--- src/rtl/scanner_pkg.sv ---
// Shared encodings for the scanner lab: one-hot display status codes and FSM state type.
package scanner_pkg;

  localparam logic [4:0] ST_IDLE  = 5'b01000;
  localparam logic [4:0] ST_SCAN  = 5'b10000;
  localparam logic [4:0] ST_XFER  = 5'b00100;
  localparam logic [4:0] ST_FLUSH = 5'b00001;
  localparam logic [4:0] ST_READY = 5'b00010;

  typedef enum logic [2:0] {
    S_IDLE  = 3'd0,
    S_SCAN  = 3'd1,
    S_READY = 3'd2,
    S_XFER  = 3'd3,
    S_FLUSH = 3'd4
  } state_e;

  function automatic logic [4:0] status_of(input state_e s);
    case (s)
      S_SCAN:  return ST_SCAN;
      S_READY: return ST_READY;
      S_XFER:  return ST_XFER;
      S_FLUSH: return ST_FLUSH;
      default: return ST_IDLE;
    endcase
  endfunction

endpackage

--- src/rtl/tick_gen.sv ---
// Phase prescaler: one-cycle tick every TICK_DIV cycles, restartable via clr.
module tick_gen #(
  parameter int TICK_DIV = 50_000
) (
  input  logic clk,
  input  logic reset_n,
  input  logic clr,
  output logic tick
);

  localparam int CNT_W = (TICK_DIV > 2) ? $clog2(TICK_DIV) : 1;
  localparam logic [CNT_W-1:0] CNT_LAST = CNT_W'(TICK_DIV - 1);

  logic [CNT_W-1:0] count_q;

  assign tick = (count_q == CNT_LAST);

  // NOTE: sequential state uses non-blocking assignments so every flop samples pre-edge values.
  always_ff @(posedge clk or negedge reset_n) begin
    if (!reset_n) begin
      count_q <= '0;
    end else if (clr || tick) begin
      count_q <= '0;
    end else begin
      count_q <= count_q + 1'b1;
    end
  end

endmodule

--- src/rtl/scan_controller.sv ---
// Scanner sequencing FSM: scan, hold (READY), word transfer and flush phases
// paced by a prescaled tick, with registered display status and progress.
module scan_controller
  import scanner_pkg::*;
#(
  parameter int TICK_DIV    = 50_000,
  parameter int SCAN_STEPS  = 10,
  parameter int FLUSH_TICKS = 3
) (
  input  logic       clk,
  input  logic       reset_n,
  input  logic       start,
  input  logic       xfer_req,
  input  logic       flush_req,
  output logic [4:0] status,
  output logic [3:0] progress,
  output logic       buf_full,
  output logic       xfer_valid,
  output logic [3:0] xfer_word,
  output logic       busy
);

  localparam int FCNT_W = (FLUSH_TICKS > 1) ? $clog2(FLUSH_TICKS) : 1;
  localparam logic [FCNT_W-1:0] FLUSH_LAST = FCNT_W'(FLUSH_TICKS - 1);
  localparam logic [3:0]        SCAN_LAST  = 4'(SCAN_STEPS - 1);
  localparam logic [3:0]        SCAN_WORDS = 4'(SCAN_STEPS);

  state_e            state_q, state_d;
  logic [3:0]        progress_q, progress_d;
  logic              buf_full_q, buf_full_d;
  logic              xfer_valid_q, xfer_valid_d;
  logic [3:0]        xfer_word_q, xfer_word_d;
  logic [3:0]        idx_q, idx_d;
  logic [FCNT_W-1:0] fcnt_q, fcnt_d;
  logic [4:0]        status_q;
  logic              busy_q;
  logic              tick;

  // Prescaler restarts on every state change so each phase gets a full first tick.
  tick_gen #(.TICK_DIV(TICK_DIV)) u_tick_gen (
    .clk     (clk),
    .reset_n (reset_n),
    .clr     (state_d != state_q),
    .tick    (tick)
  );

  // NOTE: every always_comb output gets a default first, so no path can infer a latch.
  always_comb begin
    state_d      = state_q;
    progress_d   = progress_q;
    buf_full_d   = buf_full_q;
    xfer_valid_d = 1'b0;
    xfer_word_d  = xfer_word_q;
    idx_d        = idx_q;
    fcnt_d       = fcnt_q;

    if (flush_req && state_q != S_FLUSH) begin
      state_d    = S_FLUSH;
      progress_d = '0;
      fcnt_d     = '0;
    end else begin
      case (state_q)
        S_IDLE: begin
          if (start) begin
            state_d    = S_SCAN;
            progress_d = '0;
          end
        end
        S_SCAN: begin
          if (tick) begin
            if (progress_q == SCAN_LAST) begin
              state_d    = S_READY;
              buf_full_d = 1'b1;
              progress_d = '0;
            end else begin
              progress_d = progress_q + 1'b1;
            end
          end
        end
        S_READY: begin
          if (xfer_req) begin
            state_d     = S_XFER;
            progress_d  = SCAN_WORDS;
            xfer_word_d = '0;
            idx_d       = '0;
          end
        end
        S_XFER: begin
          if (tick) begin
            xfer_valid_d = 1'b1;
            xfer_word_d  = idx_q;
            idx_d        = idx_q + 1'b1;
            if (progress_q == 4'd1) begin
              state_d    = S_IDLE;
              buf_full_d = 1'b0;
              progress_d = '0;
            end else begin
              progress_d = progress_q - 1'b1;
            end
          end
        end
        S_FLUSH: begin
          if (tick) begin
            if (fcnt_q == FLUSH_LAST) begin
              state_d    = S_IDLE;
              buf_full_d = 1'b0;
              progress_d = '0;
            end else begin
              fcnt_d = fcnt_q + 1'b1;
            end
          end
        end
        default: begin
          state_d    = S_IDLE;
          progress_d = '0;
        end
      endcase
    end
  end

  always_ff @(posedge clk or negedge reset_n) begin
    if (!reset_n) begin
      state_q      <= S_IDLE;
      progress_q   <= '0;
      buf_full_q   <= 1'b0;
      xfer_valid_q <= 1'b0;
      xfer_word_q  <= '0;
      idx_q        <= '0;
      fcnt_q       <= '0;
      status_q     <= ST_IDLE;
      busy_q       <= 1'b0;
    end else begin
      state_q      <= state_d;
      progress_q   <= progress_d;
      buf_full_q   <= buf_full_d;
      xfer_valid_q <= xfer_valid_d;
      xfer_word_q  <= xfer_word_d;
      idx_q        <= idx_d;
      fcnt_q       <= fcnt_d;
      status_q     <= status_of(state_d);
      busy_q       <= (state_d == S_SCAN) || (state_d == S_XFER) || (state_d == S_FLUSH);
    end
  end

  assign status     = status_q;
  assign progress   = progress_q;
  assign buf_full   = buf_full_q;
  assign xfer_valid = xfer_valid_q;
  assign xfer_word  = xfer_word_q;
  assign busy       = busy_q;

endmodule
--- config.mk ---
export PLATFORM = sky130hd
export DESIGN_NAME = scan_controller
export DESIGN_NICKNAME = d
export VERILOG_FILES = /design/src/rtl/scanner_pkg.sv /design/src/rtl/tick_gen.sv /design/src/rtl/scan_controller.sv
export SDC_FILE = /design/constraint.sdc
export NUM_CORES = 1
export LEC_CHECK = 0
export CAP_MARGIN = 10
export CORE_UTILIZATION = 55
export CTS_BUF_LIST = sky130_fd_sc_hd__clkbuf_4 sky130_fd_sc_hd__clkbuf_8
export DETAILED_ROUTE_END_ITERATION = 10
export PLACE_DENSITY = 0.77
export SLEW_MARGIN = 5
export SYNTH_ARGS = -nofsm -noshare
export SYNTH_HDL_FRONTEND = slang
export SYNTH_SLANG_ARGS = --single-unit
--- constraint.sdc ---
create_clock -name clk -period 2.95 [get_ports clk]
set_clock_uncertainty 0.1 [all_clocks]
set_input_delay 0.885 -clock clk [delete_from_list [all_inputs] [get_ports clk]]
set_output_delay 0.885 -clock clk [all_outputs]
set_load 0.005 [all_outputs]
Word level (Yosys, flattened, before mapping)
Cells that the tools add are included.
Storage, ports and cells
  flip-flop bits (word level): 41
  logic and storage cells: 98
  bits of input ports: 5
Cells by class
  $add $sub $neg: 5
  reductions and logical operators: 13
  equal/unequal tests: 28
  bitwise operators: 1
  mux-type cells: 41
Operators with widths (number)
  4-bit two-way mux: 12
  3-bit two-way mux: 9
  4-bit one-hot mux with 5 select lines: 1
  5-bit one-hot mux with 4 select lines: 1
  16-bit by 1-bit adder with 16-bit output, second input constant: 1
  16-bit == test, second input constant: 1
  16-bit two-way mux: 1
  4-bit one-hot mux with 2 select lines: 2
  3-bit one-hot mux with 5 select lines: 1
  3-bit by 2-bit == test with 1-bit output, second input constant: 4
  3-bit != test, second input constant: 4
  2-bit != test, second input constant: 5
  1-bit two-way mux: 9
  3-bit by 2-bit != test with 1-bit output, second input constant: 3
  4-bit by 1-bit adder with 4-bit output, second input constant: 2
  2-bit two-way mux: 4
  8-bit AND reduction: 1
  3-bit by 1-bit == test with 1-bit output, second input constant: 2
  3-bit == test, second input constant: 2
  2-bit by 1-bit != test with 1-bit output, second input constant: 3
  6-bit AND reduction: 1
  2-bit nonzero test: 3
  4-bit by 1-bit == test with 1-bit output, second input constant: 1
  4-bit == test, second input constant: 1
  12 further kinds: 14

Depth between registers and ports, before layout
  word-level depth: 8
  gate-level depth with buffers: 8

By module
From an unflattened synthesis, not the netlist that was laid out.
Second synthesis, totals
  cell total of the unflattened synthesis: 226
  area total of the unflattened synthesis: 2307.2 µm²
Modules (own cells, without submodules)
  scan_controller: area an instance 1515.2 µm², times used 1, cells an instance 146, sequential area each 626.9 µm²
  tick_gen: area an instance 792.0 µm², times used 1, cells an instance 80, sequential area each 400.4 µm²

Worst setup path before layout
OpenSTA, ideal clock, no wires.
  kind: reg-to-reg
  start point: register u_tick_gen.count_q[10]
  end point: register progress_q[3], in the netlist progress[3]
  setup time: 0.124 ns
  cell stages (with the launch flop): 7
  buffers on the path: 1
  path slack: 0.673 ns
  clock period less this slack: 2.277 ns
  data arrival time: 2.053 ns
  cells stage by stage: dfrtp_1 > or4b_4 > nor4_4 > buf_6 > a21oi_2 > or2_4 > a211o_1
Between the ends
  word-level cells in the longest chain between the ends: 3
  elaborated cells on any way between the ends: 5
RTL lines
  start, declared: RTL line tick_gen.sv:14  | logic [CNT_W-1:0] count_q;
  start signal, assigned: RTL line tick_gen.sv:25  | count_q <= count_q + 1'b1;
  16-bit == test (*): RTL line tick_gen.sv:16  | assign tick = (count_q == CNT_LAST);
  3-bit by 2-bit != test with 1-bit output (no line)
  6-bit AND reduction (no line) (*)
  end signal, assigned: RTL line scan_controller.sv:134  | progress_q <= progress_d;
  end, declared: RTL line scan_controller.sv:29  | logic [3:0] progress_q, progress_d;
Every way passes the cells marked *; elsewhere a longest branch is shown, timed or not.
A chain may end at the register's enable or synchronous reset.

Worst setup path in the final report
  start point: register u_tick_gen.count_q[10]
  end point: register progress_q[0], in the netlist progress[0]
The elaborated chain is that of the path after synthesis.

==> results.py <==
metrics = {
    "outcome": {
        "outcome": "complete, no violations",
    },
    "final_layout": {
        "nets": 242,
        "syn_to_final_growth_pct": 15.4,
        "layout-drive-gt1-share_pct": 9.48,
        "final_area_um2": 2430,
        "antenna-diode-count": 0,
        "fin_util_pct": 66.4,
    },
    "worst_setup_path": {
        "path_max_fanout": 7,
        "cp.required_ns": 3.02,
        "crit_path_start": "u_tick_gen.count_q[10]$_DFF_PN0_",
        "cp-end-kind": "register",
        "worstReg2RegEnd": "progress[0]$_DFFE_PN0P_",
        "reg2reg_from": "u_tick_gen.count_q[10]$_DFF_PN0_",
        "startpoint_type": "register",
        "crit_path_end": "progress[0]$_DFFE_PN0P_",
        "crit_type": "register to register",
        "rr_worst_depth": 6,
        "worstPathArrival_ns": 2.66,
        "rrSetupSlack_ns": 0.36,
    },
    "timing": {
        "layout_setup_ws_ns": 0.361,
        "tns_ns": 0,
        "hold_violations": 0,
        "max_freq_mhz": 386,
        "rsz0062_at_grt": "no",
        "min_period_over_period_pct": 87.8,
        "slew_headroom_pct": 42.2,
        "tightest_slew_ns": 0.866,
        "slew_viol_final": 0,
        "fin_crit_ns": 2.59,
        "setup_violations": 0,
    },
    "pwr": {
        "p_clk_share_pct": 32.4,
        "total_leakage_power_uw": 0.00106,
        "pwr-share-seq_pct": 55.6,
        "intPower_uw": 875,
        "ir_drop_uv": 365,
        "p_total_uw": 1190,
        "p_sw_uw": 319,
        "power.density_nw_per_um2": 491,
        "power_switching_share_pct": 26.7,
        "p_comb_share_pct": 11.9,
    },
    "global_routing": {
        "overflow": 0,
        "grt_first_pass_wirelength_mm": 7.42,
        "antenna_found_initial": 0,
        "grt_max_degree": 42,
        "grt_usage_pct": 23.5,
        "grt_pass1_vias": 1631,
    },
    "detailed_routing": {
        "vias": 1639,
        "wl_mm": 4.24,
        "drt_iter0_markers": 63,
        "first_pass_iters": 4,
        "drc_errors": 0,
        "wl_per_cell_um": 15.1,
        "ant_nets": 0,
        "vias_per_cell": 5.85,
    },
    "clocking": {
        "cts-buffers-inserted": 5,
        "cts.clk_slew.worst_paths_ns": 0.08,
        "clock_latency_ns": 0.30,
        "htree_levels": 2,
        "clock_path_buffers": 2,
        "clock-root-buffer": "clkbuf_8",
        "post-cts-setup-buffer-count": 0,
        "clkSinkCount": 41,
        "ctsResizeCount": 0,
        "cts_tree": "done",
        "cts_hold_buf": 0,
    },
    "yosys": {
        "async_flop_share_pct": 100,
        "synth.avg_cell_area_um2": 10.0,
        "syn_nets": 221,
        "synth.distinct_cells": 52,
        "synth_cells": 210,
        "synth_top_area_cell": "dfrtp_1",
        "synth_warnings": 0,
        "synth_edf_count": 0,
        "syn_area_um2": 2110,
        "yosys.area.top_type_share_pct": 47.5,
        "synthTopCellsByArea": "dfrtp_1 48%, nor2_1 5.2%, xnor2_1 4.2%",
        "synth_seq_area_share_pct": 48.8,
        "synthFlopType": "dfrtp_1",
        "ys_ff_latch": 41,
    },
    "placed_design": {
        "gp_congestion": 0.955,
        "dpl_worst_slack_ns": 0.261,
        "detailed_place_hpwl_mm": 3.01,
        "dpl_cell_area_um2": 2330,
        "io_buffers": 20,
    },
    "worst_hold_path": {
        "hold_path_class": "register to register",
    },
    "flow_run": {
        "maxCapViolCount": 0,
    },
    "die": {
        "ios": 21,
        "core_um2": 3660,
        "die_w_um": 63.9,
        "start_util_pct": 57.5,
        "die_h_um": 63.9,
        "dieArea_um2": 4080,
        "rows": 22,
    },
}
==> metal layers <==
| layer | vias to the layer above | part of all wire [%] | global-route usage (%) |
|---|---|---|---|
| met2 | 59 | 49 | 39.8 |
| met5 | - | 0 | 0 |
| li1 | 776 | - | - |
| met3 | 7 | 5.5 | 5.71 |
| met4 | 0 | 1.2 | 7.39 |
| met1 | 797 | 44 | 29.4 |
==> layout make-up <==
cell class | count | area [um2]
clock buffers | 7 | 90.1
flip-flops and latches | 41 | 1030
fillers | 276 | 1230
clock inverters | 1 | 7.51
inverters | 9 | 33.8
well taps | 48 | 60.1
multi-input cells | 151 | 995
repair buffers | 23 | 218
==> cell usage in the layout, fill, tap and decap left out, types with 2 or more instances in the layout <==
cell	n
ha_1	6
nand2_1	13
o21ai_0	7
inv_1	9
nor3_1	8
nand2b_1	3
and2_1	3
a311oi_1	2
a22o_1	6
xor2_1	6
buf_4	3
a31oi_1	3
nor2b_1	4
xnor2_1	10
a21oi_1	5
mux2i_1	4
o21ai_1	2
dfrtp_1	40
nor2_1	29
clkbuf_8	6
nand3_1	6
nand4_1	4
clkdlybuf4s50_1	19
and3_1	2
or4bb_1	2
==> sequential cells by signal, summed over array words and instances, names as in the netlist <==
register and cells:
busy 1, u_tick_gen.count_q 16, xfer_valid 1, xfer_word 4
fcnt_q 2, idx_q 4, state_q 3, buf_full 1
status 5, progress 4
==> power groups by stage <==
stage / logic, uW / clock network, uW / registers, uW
after floorplan: 102 / 0 / 661
after global placement: 132 / 0 / 669
after detailed placement: 141 / 0 / 675
after CTS: 143 / 398 / 664
after global routing: 170 / 422 / 673
final: 143 / 387 / 664
==> synthesized netlist by cell type (4+ instances only) <==
library cell	number
nor2_1	29
nor3_1	8
nand3_1	6
a22o_1	6
nand2_1	13
o21ai_0	7
nor2b_1	4
inv_1	9
ha_1	6
xnor2_1	10
xor2_1	6
nand4_1	4
a21oi_1	5
dfrtp_1	40
mux2i_1	4
clkbuf_1	6
==> cells by family after synthesis <==
family | after synthesis | synth area share, %
AO/OA/AOI/OAI | 36 | 11.8
XOR/XNOR | 16 | 6.65
adder cells (fa/ha/maj) | 6 | 3.56
multiplexers | 5 | 2.44
flip-flops | 41 | 48.8
AND/OR/NAND/NOR | 88 | 22.8
buffers and inverters | 18 | 3.98
==> stage by stage <==
step	instances	hold WS [ns]
floorplan	210	0.324
global placement	272	0.340
detailed placement	272	0.352
CTS	280	0.363
global route	280	0.386
finish	280	0.363
==> worst min-delay path by stage <==
stage / from / endpoint / slack (ns) / cells past startpoint
2_1_floorplan: u_tick_gen.count_q[0]$_DFF_PN0_ / u_tick_gen.count_q[0]$_DFF_PN0_ / 0.32 / 1
3_3_place_gp: u_tick_gen.count_q[0]$_DFF_PN0_ / u_tick_gen.count_q[0]$_DFF_PN0_ / 0.34 / 1
3_5_place_dp: u_tick_gen.count_q[0]$_DFF_PN0_ / u_tick_gen.count_q[0]$_DFF_PN0_ / 0.35 / 1
4_1_cts: u_tick_gen.count_q[0]$_DFF_PN0_ / u_tick_gen.count_q[0]$_DFF_PN0_ / 0.36 / 1
5_1_grt: u_tick_gen.count_q[0]$_DFF_PN0_ / u_tick_gen.count_q[0]$_DFF_PN0_ / 0.39 / 1
6_report: u_tick_gen.count_q[0]$_DFF_PN0_ / u_tick_gen.count_q[0]$_DFF_PN0_ / 0.36 / 1
==> worst max-delay path: stages (launching register included) <==
cell	delay, ns
dfrtp_1	0.43
or4b_4	0.57
nor4_4	0.49
buf_4	0.23
a21oi_2	0.09
or2_4	0.26
o41ai_1	0.30
No activity file was read; power rests on OpenSTA's default activity.
